--- config.mk ---
export PLATFORM = sky130hd
export DESIGN_NAME = muldiv_unit
export DESIGN_NICKNAME = d
export VERILOG_FILES = /design/src/rtl/muldiv_unit.sv
export SDC_FILE = /design/constraint.sdc
export NUM_CORES = 1
export LEC_CHECK = 0
export ABC_AREA = 0
export CAP_MARGIN = 20
export CORE_ASPECT_RATIO = 0.75
export CORE_MARGIN = 2
export CORE_UTILIZATION = 45
export CTS_BUF_LIST = sky130_fd_sc_hd__clkbuf_4
export CTS_CLUSTER_DIAMETER = 200
export DETAILED_ROUTE_END_ITERATION = 12
export PLACE_DENSITY = 0.67
export REMOVE_ABC_BUFFERS = 1
export SYNTH_ARGS = -nofsm -noshare
export SYNTH_HDL_FRONTEND = slang
export SYNTH_SLANG_ARGS = --single-unit
--- constraint.sdc ---
create_clock -name Clk -period 3.4 [get_ports Clk]
set_input_delay 0.51 -clock Clk [delete_from_list [all_inputs] [get_ports Clk]]
set_output_delay 0.51 -clock Clk [all_outputs]
set_load 0.01 [all_outputs]
--- src/rtl/muldiv_unit.sv ---
// Iterative 32-bit multiply/divide unit with HI/LO registers.
// Signed MULT/DIV is available only when MULDIV_SIGNED_EN is defined.
module muldiv_unit (
  input  logic        Clk,
  input  logic        Reset,
  input  logic        start,
  input  logic [1:0]  op,
  input  logic        sign,
  input  logic [31:0] srca,
  input  logic [31:0] srcb,
  output logic        busy,
  output logic        done,
  output logic        divzero,
  output logic [31:0] hi,
  output logic [31:0] lo
);

  localparam logic [1:0] OP_MULT = 2'b00;
  localparam logic [1:0] OP_DIV  = 2'b01;
  localparam logic [1:0] OP_MTHI = 2'b10;
  localparam logic [1:0] OP_MTLO = 2'b11;

  typedef enum logic [1:0] {S_IDLE, S_RUN, S_FIX} state_t;

  state_t      state_q, state_d;
  logic [4:0]  cnt_q;
  logic [63:0] acc_q;
  logic [31:0] opb_q;
  logic        is_div_q;
  logic        dz_q;
  logic [31:0] hi_q, lo_q;
  logic        done_q, divzero_q;

  logic        accept_iter;
  logic [32:0] madd;
  logic [32:0] dshift;
  logic [32:0] dsub;
  logic [63:0] acc_step;
  logic [31:0] res_hi, res_lo;

`ifdef MULDIV_SIGNED_EN
  logic neg_q;
  logic negr_q;

  function automatic logic [31:0] mag32(input logic [31:0] v, input logic s);
    return (s && v[31]) ? (~v + 32'd1) : v;
  endfunction

  function automatic logic [63:0] neg64(input logic [63:0] v, input logic n);
    return n ? (~v + 64'd1) : v;
  endfunction

  function automatic logic [31:0] neg32(input logic [31:0] v, input logic n);
    return n ? (~v + 32'd1) : v;
  endfunction
`else
  logic unused_sign;
  assign unused_sign = sign;
`endif

  assign accept_iter = (state_q == S_IDLE) && start && (op == OP_MULT || op == OP_DIV);

  always_ff @(posedge Clk) begin
    if (Reset) state_q <= S_IDLE;
    else       state_q <= state_d;
  end

  always_comb begin
    state_d = state_q;
    case (state_q)
      S_IDLE:  if (accept_iter) state_d = S_RUN;
      S_RUN:   if (cnt_q == 5'd31) state_d = S_FIX;
      S_FIX:   state_d = S_IDLE;
      default: state_d = S_IDLE;
    endcase
  end

  always_comb begin
    busy = (state_q != S_IDLE);
  end

  // One iteration: MULT adds the multiplicand into the upper half and shifts the
  // 64-bit accumulator right; DIV shifts {rem,quo} left and restores on borrow.
  always_comb begin
    madd   = {1'b0, acc_q[63:32]} + (acc_q[0] ? {1'b0, opb_q} : 33'd0);
    dshift = {acc_q[63:32], acc_q[31]};
    dsub   = dshift - {1'b0, opb_q};
    if (is_div_q) begin
      if (!dsub[32]) acc_step = {dsub[31:0], acc_q[30:0], 1'b1};
      else           acc_step = {dshift[31:0], acc_q[30:0], 1'b0};
    end else begin
      acc_step = {madd, acc_q[31:1]};
    end
  end

  always_comb begin
`ifdef MULDIV_SIGNED_EN
    if (is_div_q) begin
      res_hi = neg32(acc_q[63:32], negr_q);
      res_lo = neg32(acc_q[31:0], neg_q);
    end else begin
      {res_hi, res_lo} = neg64(acc_q, neg_q);
    end
`else
    res_hi = acc_q[63:32];
    res_lo = acc_q[31:0];
`endif
  end

  // Operands are stored as magnitudes; the accumulator needs no reset since it
  // is always loaded at accept before being used.
  always_ff @(posedge Clk) begin
    if (accept_iter) begin
`ifdef MULDIV_SIGNED_EN
      acc_q  <= {32'd0, mag32(srca, sign)};
      opb_q  <= mag32(srcb, sign);
      neg_q  <= sign && (srca[31] ^ srcb[31]);
      negr_q <= sign && srca[31];
`else
      acc_q  <= {32'd0, srca};
      opb_q  <= srcb;
`endif
      is_div_q <= (op == OP_DIV);
      dz_q     <= (op == OP_DIV) && (srcb == 32'd0);
    end else if (state_q == S_RUN) begin
      acc_q <= acc_step;
    end
  end

  always_ff @(posedge Clk) begin
    if (Reset) begin
      cnt_q     <= 5'd0;
      hi_q      <= 32'd0;
      lo_q      <= 32'd0;
      done_q    <= 1'b0;
      divzero_q <= 1'b0;
    end else begin
      done_q    <= 1'b0;
      divzero_q <= 1'b0;
      case (state_q)
        S_IDLE: begin
          cnt_q <= 5'd0;
          if (start && op == OP_MTHI) begin
            hi_q   <= srca;
            done_q <= 1'b1;
          end else if (start && op == OP_MTLO) begin
            lo_q   <= srca;
            done_q <= 1'b1;
          end
        end
        S_RUN: cnt_q <= cnt_q + 5'd1;
        S_FIX: begin
          done_q <= 1'b1;
          if (dz_q) begin
            divzero_q <= 1'b1;
          end else begin
            hi_q <= res_hi;
            lo_q <= res_lo;
          end
        end
        default: cnt_q <= 5'd0;
      endcase
    end
  end

  assign done    = done_q;
  assign divzero = divzero_q;
  assign hi      = hi_q;
  assign lo      = lo_q;

endmodule

==> flow_summary.toml <==
[global_route]
grt_pass1_wl_mm = 51.3
grt_usage = 0.254
first_global_vias = 9328
grt_overflow_total = 0
antenna_found_initial = 2
grt_max_degree = 102

[synthesis]
synth_edf_count = 66
synth.cells.most_frequent = "a21oi_1 (140), nor2_1 (118), dfxtp_1 (105)"
synth.distinct_cells = 76
async_flop_share = 0
yosysMostFrequentCell = "a21oi_1"
synth.top_cells.by_area = "dfxtp_1 (19%), edfxtp_1 (18%), ha_1 (7.4%)"
yosysTopAreaCellShare = 0.190
syn_inst = 1279
yosys_register_bits = 171
netlist_area_um2 = 11100
synth_top_area_cell = "dfxtp_1"
synth_flop_cell = "dfxtp_1"
seq_area_frac_synth = 0.368
syn_area_per_cell_um2 = 8.67
yosysWarnings = 0

[worst_setup_path]
cpPeakStageDelay_ns = 0.45
path_max_fanout = 4
crit_family = "compound AO/OA/AOI/OAI gates"
cp_cell_sequence = "buf_4, and2_1, ha_1, fa_1, a21oi_1, o21ai_2, a21oi_2, o41ai_4, a211oi_2, o21ai_2, a31oi_2, buf_4, o31ai_1, o311a_1"
worstSetupPathType = "flip-flop to flip-flop"
worstSetupEndpointType = "flip-flop"
cp_data_arrival_time_ns = 3.80
cp_slowest_cell = "edfxtp_1"
cp-start-kind = "flip-flop"
crit_buf_inv = 2
worstPathRequired_ns = 3.92

[pwr]
p_leak_uw = 0.00545
cellPowerDensity_nw_per_um2 = 533
peakVddDrop_v = 0.000282

[final_layout]
postLayoutCellArea_um2 = 13600
nets = 1578
drive_gt1_frac = 0.120
finalNonFillerCells = 1786
syn_to_final_growth_pct = 23.0

[flow_run]
drv_cap = 0

[drt]
avgViaCountPerCell = 5.59
dr.pass1.iters = 4
drcViolationCount = 0
wl_per_cell_um = 18.4
drtAntennaViolNets = 0
vias = 9982
wl_mm = 32.8
drt_iter0_markers = 768

[die]
die_area_um2 = 25900
fp.dieH_um = 140
pin_count = 137
rows = 49
start_util = 0.460
design.core.area_um2 = 24100
chipWidth_um = 185

[clocking]
clockRootBuffer = "clkbuf_4"
insertion_delay_ns = 0.61
clk_path_buf_depth = 2
cts_buffers = 17
htreeDepth = 4
clk_pin_slew_ns = 0.15
cts_tree = "built"
hold_buffers = 0
clock_sinks = 171

[timing]
skew_ns = 0.0261
slew_headroom = 0.544
hold_viol_final = 0
layout_min_cycle_time_ns = 3.28
worstMarginPinSlew_ns = 0.678
fmax_ghz = 0.305
finalSetupViolCount = 0
period_share = 0.965
final_max_slew_viol_count = 0

[worst_hold_path]
min_path_type = "primary input to flip-flop"

[place]
place_area_um2 = 13200
post-dp-hpwl_mm = 24.2
dp_cells = 1749
io_buffers = 135
gp_congestion = 0.917

[outcome]
status = "finished, final reports clean"
## cell usage in the layout (no fill, tap or decap), types with 18 or more instances in the layout
cell type        netlist  routed
a21oi_1              140     136
clkdlybuf4s50_1        0     134
nor2_1               118     118
dfxtp_1              105     105
nand2_1               91      91
o21ai_0               90      89
buf_4                  2      82
a211oi_1              74      72
edfxtp_1              66      66
ha_1                  66      63
inv_1                 47      46
xnor2_1               40      40
nor2b_1               41      39
and2_1                35      35
mux2i_1               33      33
a21o_1                28      28
clkbuf_4               0      21
xor2_1                21      20
nor3_1                18      18
## power breakdown
part	leakage, uW	switching, uW	internal [uW]	total [uW]
clock	0.000157	762	470	1230
sequential	0.00149	236	2360	2600
combinational	0.00380	1870	1570	3440
total	0.00545	2870	4400	7270
## cells by family (layout without fill, tap and decap cells)
logic type	Yosys count	after routing	share of synthesized area
compound gates	441	441	0.259
xor+xnor	62	62	0.0496
fa+ha+maj	68	68	0.0781
buf+inv	126	300	0.0453
flops	171	171	0.368
mux	43	43	0.0399
other cells	0	2	0
simple gates	368	368	0.160
## stage by stage
step                utilization  TNS (ns)  power (uW)  setup slack [ns]  hold slack [ns]
floorplan                     -    -94.58        4730             -1.01            0.472
detailed placement        0.549         0        5960            0.0355            0.490
CTS                       0.561         0        7200           0.00555            0.292
global route              0.566    -0.180        7740           -0.0617            0.309
finish                    0.566         0        7270             0.120            0.328
global placement          0.549         0        5930            0.0154            0.486
## layer usage
| metal | global-route usage | share of wire | vias up |
|---|---|---|---|
| met2 | 0.378 | 0.42 | 293 |
| met4 | 0.0652 | 0.018 | 0 |
| met1 | 0.376 | 0.50 | 4654 |
| li1 | - | - | 4999 |
| met5 | 0 | 0 | - |
| met3 | 0.0465 | 0.059 | 36 |
## registers in the layout (all words and copies together) (netlist names), 2 cells and up
register  cells
lo           32
hi           32
opb_q        32
acc_q        64
cnt_q         5
state_q       2
## final cells by class
| type | instances | area [um^2] |
|---|---|---|
| fillers | 2221 | 10400 |
| multi-input cells | 982 | 6640 |
| flip-flops and latches | 171 | 4080 |
| repair buffers | 221 | 2040 |
| well taps | 331 | 414 |
| inverters | 47 | 178 |
| clock buffers | 21 | 158 |
| clock inverters | 11 | 121 |
| diodes | 2 | 5.00 |
## path summary, 6_finish.rpt
path,start,to,slack (ns),cells after the start
setup / recovery,acc_q[0]$_DFFE_PP_,acc_q[63]$_SDFFE_PP0P_,0.12,14
hold / removal,Reset,state_q[0]$_SDFFE_PP0P_,0.33,2
setup reg to reg,acc_q[0]$_DFFE_PP_,acc_q[63]$_SDFFE_PP0P_,0.12,14
hold reg to reg,hi[7]$_SDFFE_PP0P_,hi[7]$_SDFFE_PP0P_,0.51,2
## what timing repair did
item,in CTS,in global routing
resized for setup,0,22
setup buffers,0,3
setup endpoints to repair,0,24
Power figures use the tool's default switching activity.
